==> src/rtl/adder_ctrl_if.sv <==
`default_nettype none
// ============================================================================
// Module   : adder_ctrl_mem_if
// Purpose  : Single-beat memory request / write-data / read-data port.
// Revision : 1.0  initial release
// ============================================================================
interface adder_ctrl_mem_if #(
    parameter int MEM_LEN_BITS  = 8,
    parameter int MEM_ADDR_BITS = 64,
    parameter int MEM_DATA_BITS = 64
);
    logic                     req_valid;
    logic                     req_opcode;
    logic [MEM_LEN_BITS-1:0]  req_len;
    logic [MEM_ADDR_BITS-1:0] req_addr;
    logic                     wr_valid;
    logic [MEM_DATA_BITS-1:0] wr_bits;
    logic                     rd_valid;
    logic [MEM_DATA_BITS-1:0] rd_bits;
    logic                     rd_ready;

    modport master (
        output req_valid, req_opcode, req_len, req_addr,
        output wr_valid, wr_bits, rd_ready,
        input  rd_valid, rd_bits
    );

    modport slave (
        input  req_valid, req_opcode, req_len, req_addr,
        input  wr_valid, wr_bits, rd_ready,
        output rd_valid, rd_bits
    );
endinterface
`default_nettype wire

==> src/rtl/adder_ctrl.sv <==
`default_nettype none
// ============================================================================
// Module   : adder_ctrl
// Purpose  : Vector-add sequencer, c[i] = a[i] + b[i], one element at a time.
// Revision : 1.0  initial release
// ============================================================================
module adder_ctrl #(
    parameter int HOST_DATA_BITS = 32,
    parameter int MEM_LEN_BITS   = 8,
    parameter int MEM_ADDR_BITS  = 64,
    parameter int MEM_DATA_BITS  = 64
) (
    input  logic                      clk,
    input  logic                      rst,
    input  logic                      i_launch,
    output logic                      o_finish,
    output logic                      o_event_counter_valid,
    output logic [HOST_DATA_BITS-1:0] o_event_counter_value,
    input  logic [HOST_DATA_BITS-1:0] i_length,
    input  logic [HOST_DATA_BITS-1:0] i_a_addr,
    input  logic [HOST_DATA_BITS-1:0] i_b_addr,
    input  logic [HOST_DATA_BITS-1:0] i_c_addr,
    adder_ctrl_mem_if.master          mem
);

    localparam int C_STRIDE = MEM_DATA_BITS / 8;

    typedef enum logic [2:0] {
        ST_IDLE      = 3'd0,
        ST_RD_A_REQ  = 3'd1,
        ST_RD_A_WAIT = 3'd2,
        ST_RD_B_REQ  = 3'd3,
        ST_RD_B_WAIT = 3'd4,
        ST_WR_REQ    = 3'd5,
        ST_WR_DATA   = 3'd6,
        ST_FINISH    = 3'd7
    } state_t;

    state_t                    r_state;
    state_t                    w_next;
    logic [HOST_DATA_BITS-1:0] r_index;
    logic [HOST_DATA_BITS-1:0] r_count;
    logic [MEM_DATA_BITS-1:0]  r_a;
    logic [MEM_DATA_BITS-1:0]  r_b;
    logic [MEM_ADDR_BITS-1:0]  w_elem_off;
    logic                      w_last;

    // Element offset wraps modulo the memory address width.
    assign w_elem_off = MEM_ADDR_BITS'(r_index) * MEM_ADDR_BITS'(C_STRIDE);
    assign w_last     = (r_index == (i_length - HOST_DATA_BITS'(1)));

    always_ff @(posedge clk) begin
        if (rst) begin
            r_state <= ST_IDLE;
        end else begin
            r_state <= w_next;
        end
    end

    always_ff @(posedge clk) begin
        if (rst) begin
            r_index <= '0;
            r_count <= '0;
            r_a     <= '0;
            r_b     <= '0;
        end else begin
            case (r_state)
                ST_IDLE: begin
                    if (i_launch) begin
                        r_index <= '0;
                        r_count <= '0;
                    end
                end
                ST_RD_A_WAIT: if (mem.rd_valid) r_a <= mem.rd_bits;
                ST_RD_B_WAIT: if (mem.rd_valid) r_b <= mem.rd_bits;
                ST_WR_DATA:   r_index <= r_index + HOST_DATA_BITS'(1);
                default: ;
            endcase
            if (r_state != ST_IDLE) begin
                r_count <= r_count + HOST_DATA_BITS'(1);
            end
        end
    end

    always_comb begin
        w_next                = r_state;
        mem.req_valid         = 1'b0;
        mem.req_opcode        = 1'b0;
        mem.req_len           = MEM_LEN_BITS'(0);
        mem.req_addr          = '0;
        mem.wr_valid          = 1'b0;
        mem.wr_bits           = '0;
        mem.rd_ready          = 1'b0;
        o_finish              = 1'b0;
        o_event_counter_valid = 1'b0;
        o_event_counter_value = '0;
        case (r_state)
            ST_IDLE: begin
                if (i_launch) begin
                    w_next = (i_length == '0) ? ST_FINISH : ST_RD_A_REQ;
                end
            end
            ST_RD_A_REQ: begin
                mem.req_valid = 1'b1;
                mem.req_addr  = MEM_ADDR_BITS'(i_a_addr) + w_elem_off;
                w_next        = ST_RD_A_WAIT;
            end
            ST_RD_A_WAIT: begin
                mem.rd_ready = 1'b1;
                if (mem.rd_valid) w_next = ST_RD_B_REQ;
            end
            ST_RD_B_REQ: begin
                mem.req_valid = 1'b1;
                mem.req_addr  = MEM_ADDR_BITS'(i_b_addr) + w_elem_off;
                w_next        = ST_RD_B_WAIT;
            end
            ST_RD_B_WAIT: begin
                mem.rd_ready = 1'b1;
                if (mem.rd_valid) w_next = ST_WR_REQ;
            end
            ST_WR_REQ: begin
                mem.req_valid  = 1'b1;
                mem.req_opcode = 1'b1;
                mem.req_addr   = MEM_ADDR_BITS'(i_c_addr) + w_elem_off;
                w_next         = ST_WR_DATA;
            end
            ST_WR_DATA: begin
                mem.wr_valid = 1'b1;
                mem.wr_bits  = r_a + r_b;
                w_next       = w_last ? ST_FINISH : ST_RD_A_REQ;
            end
            ST_FINISH: begin
                // The register has not yet counted the FINISH cycle itself.
                o_finish              = 1'b1;
                o_event_counter_valid = 1'b1;
                o_event_counter_value = r_count + HOST_DATA_BITS'(1);
                w_next                = ST_IDLE;
            end
            default: w_next = ST_IDLE;
        endcase
    end

endmodule
`default_nettype wire

==> src/flat_wrapper.sv <==
// flat-port wrapper written by rule: the top's interface ports become plain ports
module adder_ctrl_flat 
#(
    parameter int HOST_DATA_BITS = 32,
    parameter int MEM_LEN_BITS   = 8,
    parameter int MEM_ADDR_BITS  = 64,
    parameter int MEM_DATA_BITS  = 64
)
  (clk, rst, i_launch, o_finish, o_event_counter_valid, o_event_counter_value, i_length, i_a_addr, i_b_addr, i_c_addr, mem_req_valid, mem_req_opcode, mem_req_len, mem_req_addr, mem_wr_valid, mem_wr_bits, mem_rd_ready, mem_rd_valid, mem_rd_bits);
  adder_ctrl_mem_if #(.MEM_LEN_BITS(MEM_LEN_BITS), .MEM_ADDR_BITS(MEM_ADDR_BITS), .MEM_DATA_BITS(MEM_DATA_BITS)) mem_i ();
  input  logic clk;
  input  logic rst;
  input  logic i_launch;
  output logic o_finish;
  output logic o_event_counter_valid;
  output logic [HOST_DATA_BITS-1:0] o_event_counter_value;
  input  logic [HOST_DATA_BITS-1:0] i_length;
  input  logic [HOST_DATA_BITS-1:0] i_a_addr;
  input  logic [HOST_DATA_BITS-1:0] i_b_addr;
  input  logic [HOST_DATA_BITS-1:0] i_c_addr;
  output wire logic [$bits(mem_i.req_valid)-1:0] mem_req_valid;
  output wire logic [$bits(mem_i.req_opcode)-1:0] mem_req_opcode;
  output wire logic [$bits(mem_i.req_len)-1:0] mem_req_len;
  output wire logic [$bits(mem_i.req_addr)-1:0] mem_req_addr;
  output wire logic [$bits(mem_i.wr_valid)-1:0] mem_wr_valid;
  output wire logic [$bits(mem_i.wr_bits)-1:0] mem_wr_bits;
  output wire logic [$bits(mem_i.rd_ready)-1:0] mem_rd_ready;
  input wire logic [$bits(mem_i.rd_valid)-1:0] mem_rd_valid;
  input wire logic [$bits(mem_i.rd_bits)-1:0] mem_rd_bits;
  assign mem_req_valid = mem_i.req_valid;
  assign mem_req_opcode = mem_i.req_opcode;
  assign mem_req_len = mem_i.req_len;
  assign mem_req_addr = mem_i.req_addr;
  assign mem_wr_valid = mem_i.wr_valid;
  assign mem_wr_bits = mem_i.wr_bits;
  assign mem_rd_ready = mem_i.rd_ready;
  assign mem_i.rd_valid = mem_rd_valid;
  assign mem_i.rd_bits = mem_rd_bits;
  adder_ctrl #(.HOST_DATA_BITS(HOST_DATA_BITS), .MEM_LEN_BITS(MEM_LEN_BITS), .MEM_ADDR_BITS(MEM_ADDR_BITS), .MEM_DATA_BITS(MEM_DATA_BITS)) u_core (.clk(clk), .rst(rst), .i_launch(i_launch), .o_finish(o_finish), .o_event_counter_valid(o_event_counter_valid), .o_event_counter_value(o_event_counter_value), .i_length(i_length), .i_a_addr(i_a_addr), .i_b_addr(i_b_addr), .i_c_addr(i_c_addr), .mem(mem_i));
endmodule
==> config.mk <==
export PLATFORM = sky130hd
export DESIGN_NAME = adder_ctrl_flat
export DESIGN_NICKNAME = d
export VERILOG_FILES = /design/src/rtl/adder_ctrl_if.sv /design/src/rtl/adder_ctrl.sv /design/src/flat_wrapper.sv
export SDC_FILE = /design/constraint.sdc
export NUM_CORES = 1
export LEC_CHECK = 0
export ABC_AREA = 0
export CELL_PAD_IN_SITES_DETAIL_PLACEMENT = 1
export CELL_PAD_IN_SITES_GLOBAL_PLACEMENT = 1
export CORE_ASPECT_RATIO = 1.4
export CORE_MARGIN = 10
export CORE_UTILIZATION = 33
export CTS_CLUSTER_SIZE = 40
export DETAILED_ROUTE_END_ITERATION = 8
export HOLD_SLACK_MARGIN = 0.12
export PLACE_DENSITY = 0.74
export SYNTH_ARGS = -nofsm -noshare
export SYNTH_HDL_FRONTEND = slang
export SYNTH_SLANG_ARGS = --single-unit
==> constraint.sdc <==
create_clock -name clk -period 3.65 [get_ports clk]
set_input_delay 0.365 -clock clk [delete_from_list [all_inputs] [get_ports clk]]
set_output_delay 0.365 -clock clk [all_outputs]
set_load 0.005 [all_outputs]
==> impl_metrics.csv, run 1 <==
group,metric,value,unit
critical_path,crit_type,"flip-flop to output port",
logic_synthesis,syn-cell-area,0.0158,sq mm
global_route,grt_pass1_wl,112000,um
sta,holdWs,0.416,ns
critical_path,crit_required,3.28,ns
floorplan,design.die.area,0.0572,sq mm
clock_tree,insertion_delay,0.47,ns
clock_tree,cts_made_buffers,17,
clock_tree,cts_tree,"built",
sta,slew_viol_final,0,
sta,rsz0062_at_grt,"yes",
route,drt_first_pass_iters,5,
global_route,grt_overflow,0,
place,place_inst,3311,
critical_path,crit_path_max_fanout,5,
logic_synthesis,yosysWarnings,0,
floorplan,chipHeight,279,um
floorplan,coreArea,0.0472,sq mm
final_layout,antenna_cells,0,
place,gp_congestion,0.887,
logic_synthesis,avgSynthCellArea,7.03,sq um
clock_tree,clk_pin_slew,0.08,ns
floorplan,io_pins,370,
clock_tree,clock_path_buffers,2,
sta,fin_crit_sh,121,%
critical_path,startpoint_type,"flip-flop",
critical_path,worstSetupEndpointType,"output port",
global_route,antenna_found_initial,7,
clock_tree,cts.sinks,195,
final_layout,fin_cells,3410,
clock_tree,cts_root_buf,"clkbuf_16",
critical_path,worstPathArrival,4.06,ns
global_route,track_usage,24.4,%
sta,relSlewSlack,40.0,%
place,io_buffers,333,
final_layout,layout-drive-gt1-share,26.3,%
logic_synthesis,ys_ff_latch,195,
global_route,grt_pass1_vias,20300,
outcome,violations,"negative setup slack",
route,drt-vias-per-instance,5.51,
final_layout,nNetsFinal,3074,
pwr,ir_drop,339,uV
sta,skew,0.0138,ns
route,drc,0,
route,first_iter_violations,765,
final_layout,fin_area,0.0243,sq mm
floorplan,die_w,205,um
hold_path,holdPathStages,2,
place,placed_area,0.0212,sq mm
sta,fmax,0.226,GHz
outcome,status,"finished, violations left",
sta,tightest_slew,0.899,ns
sta,finalWorstSetupSlack,-0.771,ns
logic_synthesis,async_flop_share,0,%
final_layout,syn_to_final_growth,53.9,%
pwr,power_density,234,mW/mm^2
clock_tree,cts.htree.levels,4,
final_layout,final_util,51.6,%
logic_synthesis,ys.flop_type,"dfxtp_1",
logic_synthesis,synth_most_common_cell,"nand2_1",
place,dp_slack,-0.632,ns
logic_synthesis,ys_types,81,
route,ant_nets,0,
job,maxCapViolations,0,
sta,layout_min_cycle_time,4.42,ns
logic_synthesis,synth_top_cell_area_share,24.7,%
logic_synthesis,synth_seq_area_share,24.7,%
logic_synthesis,synthTopCellsByArea,"dfxtp_1 25%, nand2_1 10%, a21oi_1 8.4%",
pwr,power.leakage,9.56,nW
route,avgRoutedWirePerCell,22.2,um
route,drt-total-wl,75800,um
logic_synthesis,synth_cells,2250,
sta,setup_violations,33,
global_route,grt_max_degree,101,
floorplan,fp-row-count,94,
hold_path,hp-class,"input pin to flip-flop",
sta,hold_viol,0,
place,post-dp-hpwl,54900,um
floorplan,start_util,33.5,%
logic_synthesis,synth_area_leader_cell,"dfxtp_1",
logic_synthesis,ys_top_cells_by_count,"441 x nand2_1, 264 x a21oi_1, 239 x nor2_1",
route,vias,18800,
critical_path,worstRegToRegCells,10,
logic_synthesis,synth_edf_count,0,
-- metal layers --
layer,part of all wire (%),global-route usage (%),vias up
met5,0.12,0,-
met4,3.7,9.52,12
met1,37,24.1,9271
met3,5.0,5.20,148
li1,-,-,8848
met2,55,47.9,507
-- cells in the final DEF, fill, tap and decap left out, types with 13 or more instances in the layout --
| master | count |
|---|---|
| dfxtp_1 | 168 |
| nor3_1 | 26 |
| o211ai_1 | 16 |
| a21oi_2 | 26 |
| nand2_1 | 416 |
| a22oi_2 | 13 |
| buf_2 | 38 |
| and3_1 | 37 |
| o21ai_0 | 61 |
| a21o_1 | 45 |
| or3_1 | 22 |
| xor2_1 | 62 |
| o21ai_1 | 14 |
| a21oi_1 | 226 |
| clkdlybuf4s50_1 | 256 |
| buf_6 | 48 |
| conb_1 | 36 |
| buf_4 | 254 |
| ha_1 | 51 |
| dfxtp_2 | 23 |
| nand2b_1 | 15 |
| nand3_1 | 61 |
| o21a_1 | 14 |
| a31oi_1 | 13 |
| and2_1 | 14 |
| xnor2_1 | 72 |
| nand4_1 | 24 |
| nor2_1 | 220 |
| clkbuf_16 | 17 |
| a22oi_1 | 36 |
| ha_4 | 49 |
| nand2_2 | 15 |
| inv_1 | 17 |
-- cell type report --
cell class | count | area, sq um
flip-flops and latches | 195 | 3950
inverters | 18 | 67.6
clock buffers | 18 | 439
multi-input cells | 1903 | 13300
clock inverters | 14 | 194
fillers | 5660 | 22800
well taps | 624 | 781
repair buffers | 638 | 5640
-- final timing paths --
path / startpoint / to / slack (ns)
setup reg to reg: u_core.r_state[1]$_SDFFE_PP0P_ / u_core.r_index[26]$_SDFFE_PP0P_ / 0.31
hold reg to reg: u_core.r_a[59]$_SDFFE_PP0P_ / u_core.r_a[59]$_SDFFE_PP0P_ / 0.46
setup / recovery: u_core.r_state[1]$_SDFFE_PP0P_ / mem_req_addr[25] / -0.77
hold / removal: rst / u_core.r_b[32]$_SDFFE_PP0P_ / 0.42
-- critical path, stage by stage (launching register included) --
cell and delay (ns):
dfxtp_4 0.37, nor2b_4 0.13, and2_4 0.17, buf_6 0.14
a22oi_2 0.16, nand2_1 0.11, ha_2 0.20, fa_2 0.35
a21o_1 0.22, a22oi_2 0.28, a22oi_2 0.13, a22o_1 0.23
buf_4 0.15, buf_6 0.11, a221o_1 0.32, a21oi_2 0.16
xor2_1 0.16, nor2_1 0.06, buf_2 0.14
-- cells by family (layout without fill, tap and decap cells) --
kind of cell	after synthesis	count (layout)	share of synthesized area [%]
adders and majority gates	105	105	8.40
DFF	195	195	24.7
other	1	36	0.0237
xor gates and xnor gates	153	153	8.47
buffers and inverters	187	688	5.42
muxes	20	20	1.34
and+or+nand+nor	993	993	28.5
AOI/OAI and AO/OA	596	596	23.2
-- sequential cells by signal, indices dropped and copies added (netlist names) --
name            cells
u_core.r_index     32
u_core.r_count     32
u_core.r_state      3
u_core.r_a         64
u_core.r_b         64
-- stage by stage --
step,total power [mW],setup TNS [ns]
floorplan,2.86,-0.00687
global placement,3.46,-10.33
detailed placement,3.49,-12.22
CTS,5.67,-9.88
global route,5.94,-16.80
finish,5.70,-11.70
-- report_power, final --
part / total, mW / internal [mW] / switching [mW]
Clock: 2.12 / 1.12 / 0.993
Sequential: 2.21 / 2.17 / 0.0394
Combinational: 1.37 / 0.617 / 0.755
-- timing repair --
item / CTS / global route
cloned: 2 / 0
buffers inserted: 42 / 33
hold buffers: 0 / 0
pin swaps: 135 / 99
gates resized for setup: 489 / 208
setup endpoints to repair: 79 / 76
No activity file was read; power rests on OpenSTA's default activity.
==> run 2: changes to the inputs <==
CELL_PAD_IN_SITES_DETAIL_PLACEMENT = not set   (was 1)
CELL_PAD_IN_SITES_GLOBAL_PLACEMENT = not set   (was 1)
CORE_UTILIZATION = 36   (was 33)
PLACE_DENSITY = 0.57   (was 0.74)
clock period = 5.1 ns   (was 3.65 ns; I/O delays follow)
==> run 2 against run 1 <==
Compared with the run above: cell area down 18%; highest routed layer unchanged; the run now ends clean; via count shrank 10%; setup slack gained 1.0 ns; largest cell class unchanged.
==> impl_metrics.csv, run 2 (same netlist as run 1, synthesis figures left out) <==
group,metric,value,unit
floorplan,fp-row-count,90,
pwr,p_comb_share,21.1,%
critical_path,crit_start,"u_core.r_b[15]$_SDFFE_PP0P_",
route,avgRoutedWirePerCell,19.4,um
global_route,grt_pass1_vias,16900,
clock_tree,clk_pin_slew,0.07,ns
final_layout,reg.largest.list,"u_core.r_a: 64 flops, u_core.r_b: 64 flops",
route,drc,0,
sta,hold_viol,0,
critical_path,crit_required,4.59,ns
place,gp_congestion,0.926,
pwr,power.leakage,7.61,nW
final_layout,nNetsFinal,2790,
clock_tree,cts.sinks,195,
clock_tree,clock_path_buffers,2,
critical_path,worstPathArrival,4.31,ns
floorplan,coreArea,0.0432,sq mm
clock_tree,cts.htree.levels,4,
floorplan,start_util,36.6,%
final_layout,layout-drive-gt1-share,4.08,%
sta,setup_violations,0,
final_layout,fin_cells,3054,
route,first_iter_violations,1021,
sta,fin_crit_sh,94.6,%
sta,finalSetupTns,0,ns
critical_path,crit_path_max_fanout,6,
pwr,pwr-share-seq,41.5,%
pwr,clockPowerShare,37.4,%
pwr,switching_power,1.13,mW
sta,fmax,0.207,GHz
global_route,grt_max_degree,145,
sta,layout_min_cycle_time,4.82,ns
critical_path,crit_type,"flip-flop to output port",
final_layout,syn_to_final_growth,26.8,%
place,io_buffers,333,
sta,relSlewSlack,25.7,%
clock_tree,insertion_delay,0.46,ns
job,maxCapViolations,0,
final_layout,antenna_cells,0,
floorplan,die_w,197,um
clock_tree,cts_setup_buffers,0,
sta,holdWs,0.460,ns
sta,slew_viol_final,0,
route,vias,16900,
route,drt-total-wl,59300,um
pwr,ir_drop,244,uV
pwr,internal_power,2.65,mW
clock_tree,cts_made_buffers,17,
final_layout,layout_commonest_cell,"nand2_1",
clock_tree,cts_tree,"built",
global_route,track_usage,21.7,%
route,drt-vias-per-instance,5.53,
global_route,grt_overflow,0,
critical_path,crit_slowest_cell,"clkdlybuf4s50_1",
hold_path,hp-class,"flip-flop to flip-flop",
critical_path,startpoint_type,"flip-flop",
pwr,power_density,189,mW/mm^2
critical_path,crit_buf_inv,2,
clock_tree,cts_root_buf,"clkbuf_16",
final_layout,final_cell_mix,"439 x nand2_1, 329 x clkdlybuf4s50_1, 262 x a21oi_1, 236 x nor2_1, 195 x dfxtp_1",
place,post-dp-hpwl,46400,um
clock_tree,cts-hold-fix-buffers,0,
critical_path,path_delay_family,"simple AND/OR/NAND/NOR gates",
hold_path,hold_start,"u_core.r_a[57]$_SDFFE_PP0P_",
place,place_inst,3022,
final_layout,final_util,46.4,%
sta,tightest_slew,1.11,ns
critical_path,cp_cell_sequence,"ha_1 -> and3_1 -> and2_1 -> a2111oi_1 -> buf_4 -> nand3_1 -> a311oi_2 -> nor3_1 -> o21bai_1 -> a21oi_1 -> nor3b_1 -> clkdlybuf4s50_1",
critical_path,r2r-start,"u_core.r_state[1]$_SDFFE_PP0P_",
critical_path,worstSetupEndpointType,"output port",
place,dp_slack,0.357,ns
sta,skew,0.0160,ns
route,drt_first_pass_iters,5,
floorplan,io_pins,370,
global_route,grt_pass1_wl,92600,um
floorplan,design.die.area,0.0528,sq mm
critical_path,cp_slowest_stage_delay,0.59,ns
route,ant_nets,0,
pwr,swShare,30.0,%
outcome,status,"completed",
floorplan,chipHeight,268,um
sta,finalWorstSetupSlack,0.278,ns
global_route,antenna_found_initial,2,
-- run 2: cell count changes in the layout (fill, tap and decap cells not counted), sizes merged, moves of 4 or more --
| cell | previous run | this run |
|---|---|---|
| clkdlybuf4s50 | 256 | 329 |
| dlymetal6s2s | 7 | 3 |
| dlygate4sd2 | 11 | 0 |
| clkbuf | 30 | 20 |
| clkdlybuf4s15 | 4 | 0 |
| buf | 348 | 22 |
-- run 2: worst reg2reg max path, delay by kind of cell (launching register included) --
kind | cells | cell delay, ns
DFF | 1 | 0.35
and+or+nand+nor | 7 | 2.19
buffers and inverters | 2 | 0.67
muxes | 1 | 0.31
-- run 2: worst paths after layout --
path | to | slack [ns] | cells after the start
min | u_core.r_a[57]$_SDFFE_PP0P_ | 0.46 | 2
max reg2reg | u_core.r_index[30]$_SDFFE_PP0P_ | 1.51 | 10
min reg2reg | u_core.r_a[57]$_SDFFE_PP0P_ | 0.46 | 2
max | mem_wr_bits[56] | 0.28 | 12
-- run 2: per-layer routing --
| layer | vias to the layer above | track usage, % | part of all wire (%) |
|---|---|---|---|
| met2 | 470 | 41.2 | 52 |
| met3 | 71 | 4.66 | 5.6 |
| met4 | 4 | 5.98 | 2.3 |
| met1 | 8018 | 23.4 | 40 |
| met5 | - | 0 | 0.046 |
| li1 | 8312 | - | - |
-- run 2: layout make-up --
class	instances	area (sq um)
Tap cell	552	691
Sequential cell	195	3900
Clock buffer	20	447
Timing Repair Buffer	354	3500
Clock inverter	12	146
Multi-Input combinational cell	1903	11300
Fill cell	4433	23200
Inverter	18	67.6
-- run 2: through the flow --
| step | instance area [sq um] | power (mW) |
|---|---|---|
| final | 20000 | 3.78 |
| after global routing | 20000 | 3.96 |
| after CTS | 20000 | 3.83 |
| after detailed placement | 19400 | 2.40 |
| after global placement | 19400 | 2.39 |
| after floorplan | 15900 | 2.04 |
-- run 2: power by group through the flow --
| stage | Combinational (mW) | Clock, mW | Sequential [mW] |
|---|---|---|---|
| final | 0.796 | 1.41 | 1.57 |
| after global routing | 0.880 | 1.50 | 1.57 |
| after CTS | 0.799 | 1.46 | 1.57 |
| after detailed placement | 0.794 | 0 | 1.61 |
| after global placement | 0.787 | 0 | 1.60 |
| after floorplan | 0.441 | 0 | 1.60 |
-- run 2: repair_timing --
item / 4_1_cts / 5_1_grt
endpoints found under the setup margin: 6 / 14
resized for setup: 5 / 19
pin swaps: 0 / 2
==> edit: new RTL, settings of run 2 <==
Put a register stage on the output `o_event_counter_value`. The value now appears one clock later. The other outputs are not delayed to match.
--- a/src/rtl/adder_ctrl.sv
+++ b/src/rtl/adder_ctrl.sv
@@ -37,2 +37,4 @@
     } state_t;
+
+    logic [HOST_DATA_BITS-1:0] o_event_counter_value_d;
 
@@ -95,3 +97,3 @@
         o_event_counter_valid = 1'b0;
-        o_event_counter_value = '0;
+        o_event_counter_value_d = '0;
         case (r_state)
@@ -135,3 +137,3 @@
                 o_event_counter_valid = 1'b1;
-                o_event_counter_value = r_count + HOST_DATA_BITS'(1);
+                o_event_counter_value_d = r_count + HOST_DATA_BITS'(1);
                 w_next                = ST_IDLE;
@@ -142,2 +144,6 @@
 
+    always_ff @(posedge clk) begin
+        o_event_counter_value <= o_event_counter_value_d;
+    end
+
 endmodule
Check against the original RTL: not equivalent (a bounded check fails within 4 cycles, from zero or initial values and one cycle with rst high).
==> edit against run 2 <==
Cell count rose by 4.6%; final area rose by 5.5%; register-to-register slack improved by 0.15 ns; area after synthesis rose by 4.5%; total power rose by 19%; worst setup slack got worse by 0.17 ns; die area rose by 4.1%; sequential cell count rose by 32; hold slack got worse by 0.00085 ns; utilization rose by 0.37 points; clock power rose by 28%; routed wire length rose by 0.33%.
==> edit: results (changes against run 2) <==
----------------------------------------------------
[Outcome]
  Result of the run ... finished clean

[Place]
  Last weighted congestion value of the routability-driven placer ... 0.9329 (+0.73%)
  Placed instance count ... 3143 (+4.0%)
  HPWL Detailed ... 45970 um (-0.91%)

[Layout]
  Register area ... 4547 um^2 (+16%)
  Number of antenna repair diodes ... 6 (+6)
  Final Util ... 0.4672 (+0.003712)
  Relative area of clock buffers and inverters in the final design ... 0.03783 (+0.008237)
  Number of clock buffers in the layout ... 37 (+85%)
  Comb_multi_in ... 1906 (+0.16%)
  Non-clk buf share ... 0.1702 (-0.004603)

[GRT]
  Total GRT Usage ... 0.2029 (-0.01363)
  Wire length of the first global-routing pass ... 91720 um (-0.97%)
  Largest net degree at the start of global routing ... 131 (-9.7%)

[Power]
  Reported leakage power ... 8.193 nW (+7.6%)
  Sw power ... 1.235 mW (+9.0%)

[Drt]
  Vias ... 17030 (+0.91%)
  Via density per instance ... 5.333 (-3.5%)
  Starting DRC count in detailed routing ... 890 (-13%)

[Critical path]
  CP max FO ... 16 (+10)
  Arrival time of data at the critical path endpoint ... 4.48 ns (+0.17 ns)
  Critical Path Max Stage Delay ... 0.55 ns (-0.04 ns)
  CP max stage cell ... or4_1

[Clock network]
  Number of buffers created by CTS ... 25 (+8)
  H-tree depth reported by CTS ... 1 (-3)

[Synth]
  Mux contribution to synthesized area ... 0.01068 (-0.002694)
  Register area share after synthesis ... 0.2751 (+0.02819)
  Synthesized instance count ... 2302 (+2.3%)
  Post-Synth XOR/XNOR Area ... 0.07793 (-0.006813)
  Netlist area before placement ... 16520 um^2 (+4.5%)
  Compound-cell area share of the yosys netlist ... 0.2233 (-0.008733)
  Yosys cell types ... 80 (-1.2%)
  Flops & latches, synth ... 227 (+16%)

----------------------------------------------------
edit: layer usage:
metal  track usage  wire length (um)
met5             0                13
met2        0.3672             30090
met3       0.02972              2698
met4       0.07669              1710
met1        0.2366             24960
edit: power groups by stage:
stage	Sequential, mW	Clock (mW)	Combinational, mW
finish	1.83	1.80	0.856
global route	1.83	1.92	0.943
CTS	1.83	1.86	0.860
detailed placement	1.87	0	0.849
global placement	1.86	0	0.842
floorplan	1.86	0	0.477
edit: logic make-up (layout without fill, tap and decap cells):
family | Yosys count | after routing
other | 1 | 42
buffers and inverters | 204 | 443
adders and majority gates | 105 | 105
DFF | 227 | 227
AOI/OAI and AO/OA | 608 | 608
and+or+nand+nor | 993 | 993
xor gates and xnor gates | 147 | 147
muxes | 17 | 17
edit: path summary, 6_finish.rpt:
path / end / slack [ns] / start / cells past startpoint
setup / recovery: mem_req_addr[34] / 0.11 / u_core.r_state[1]$_SDFFE_PP0P_ / 18
hold / removal: u_core.r_a[13]$_SDFFE_PP0P_ / 0.46 / u_core.r_a[13]$_SDFFE_PP0P_ / 2
setup reg to reg: u_core.r_index[28]$_SDFFE_PP0P_ / 1.66 / u_core.r_state[0]$_SDFFE_PP0P_ / 11
hold reg to reg: u_core.r_a[13]$_SDFFE_PP0P_ / 0.46 / u_core.r_a[13]$_SDFFE_PP0P_ / 2
edit: what timing repair did:
action / in CTS / in global routing
endpoints found under the setup margin: 13 / 24
cloned: 0 / 0
buffers inserted: 2 / 0
pin swaps: 3 / 4
resized for setup: 17 / 22
edit: tightest hold or removal path, stage by stage (launching register included):
cell	delay (ns)
dfxtp_1	0.31
nand2_1	0.05
a21oi_1	0.05
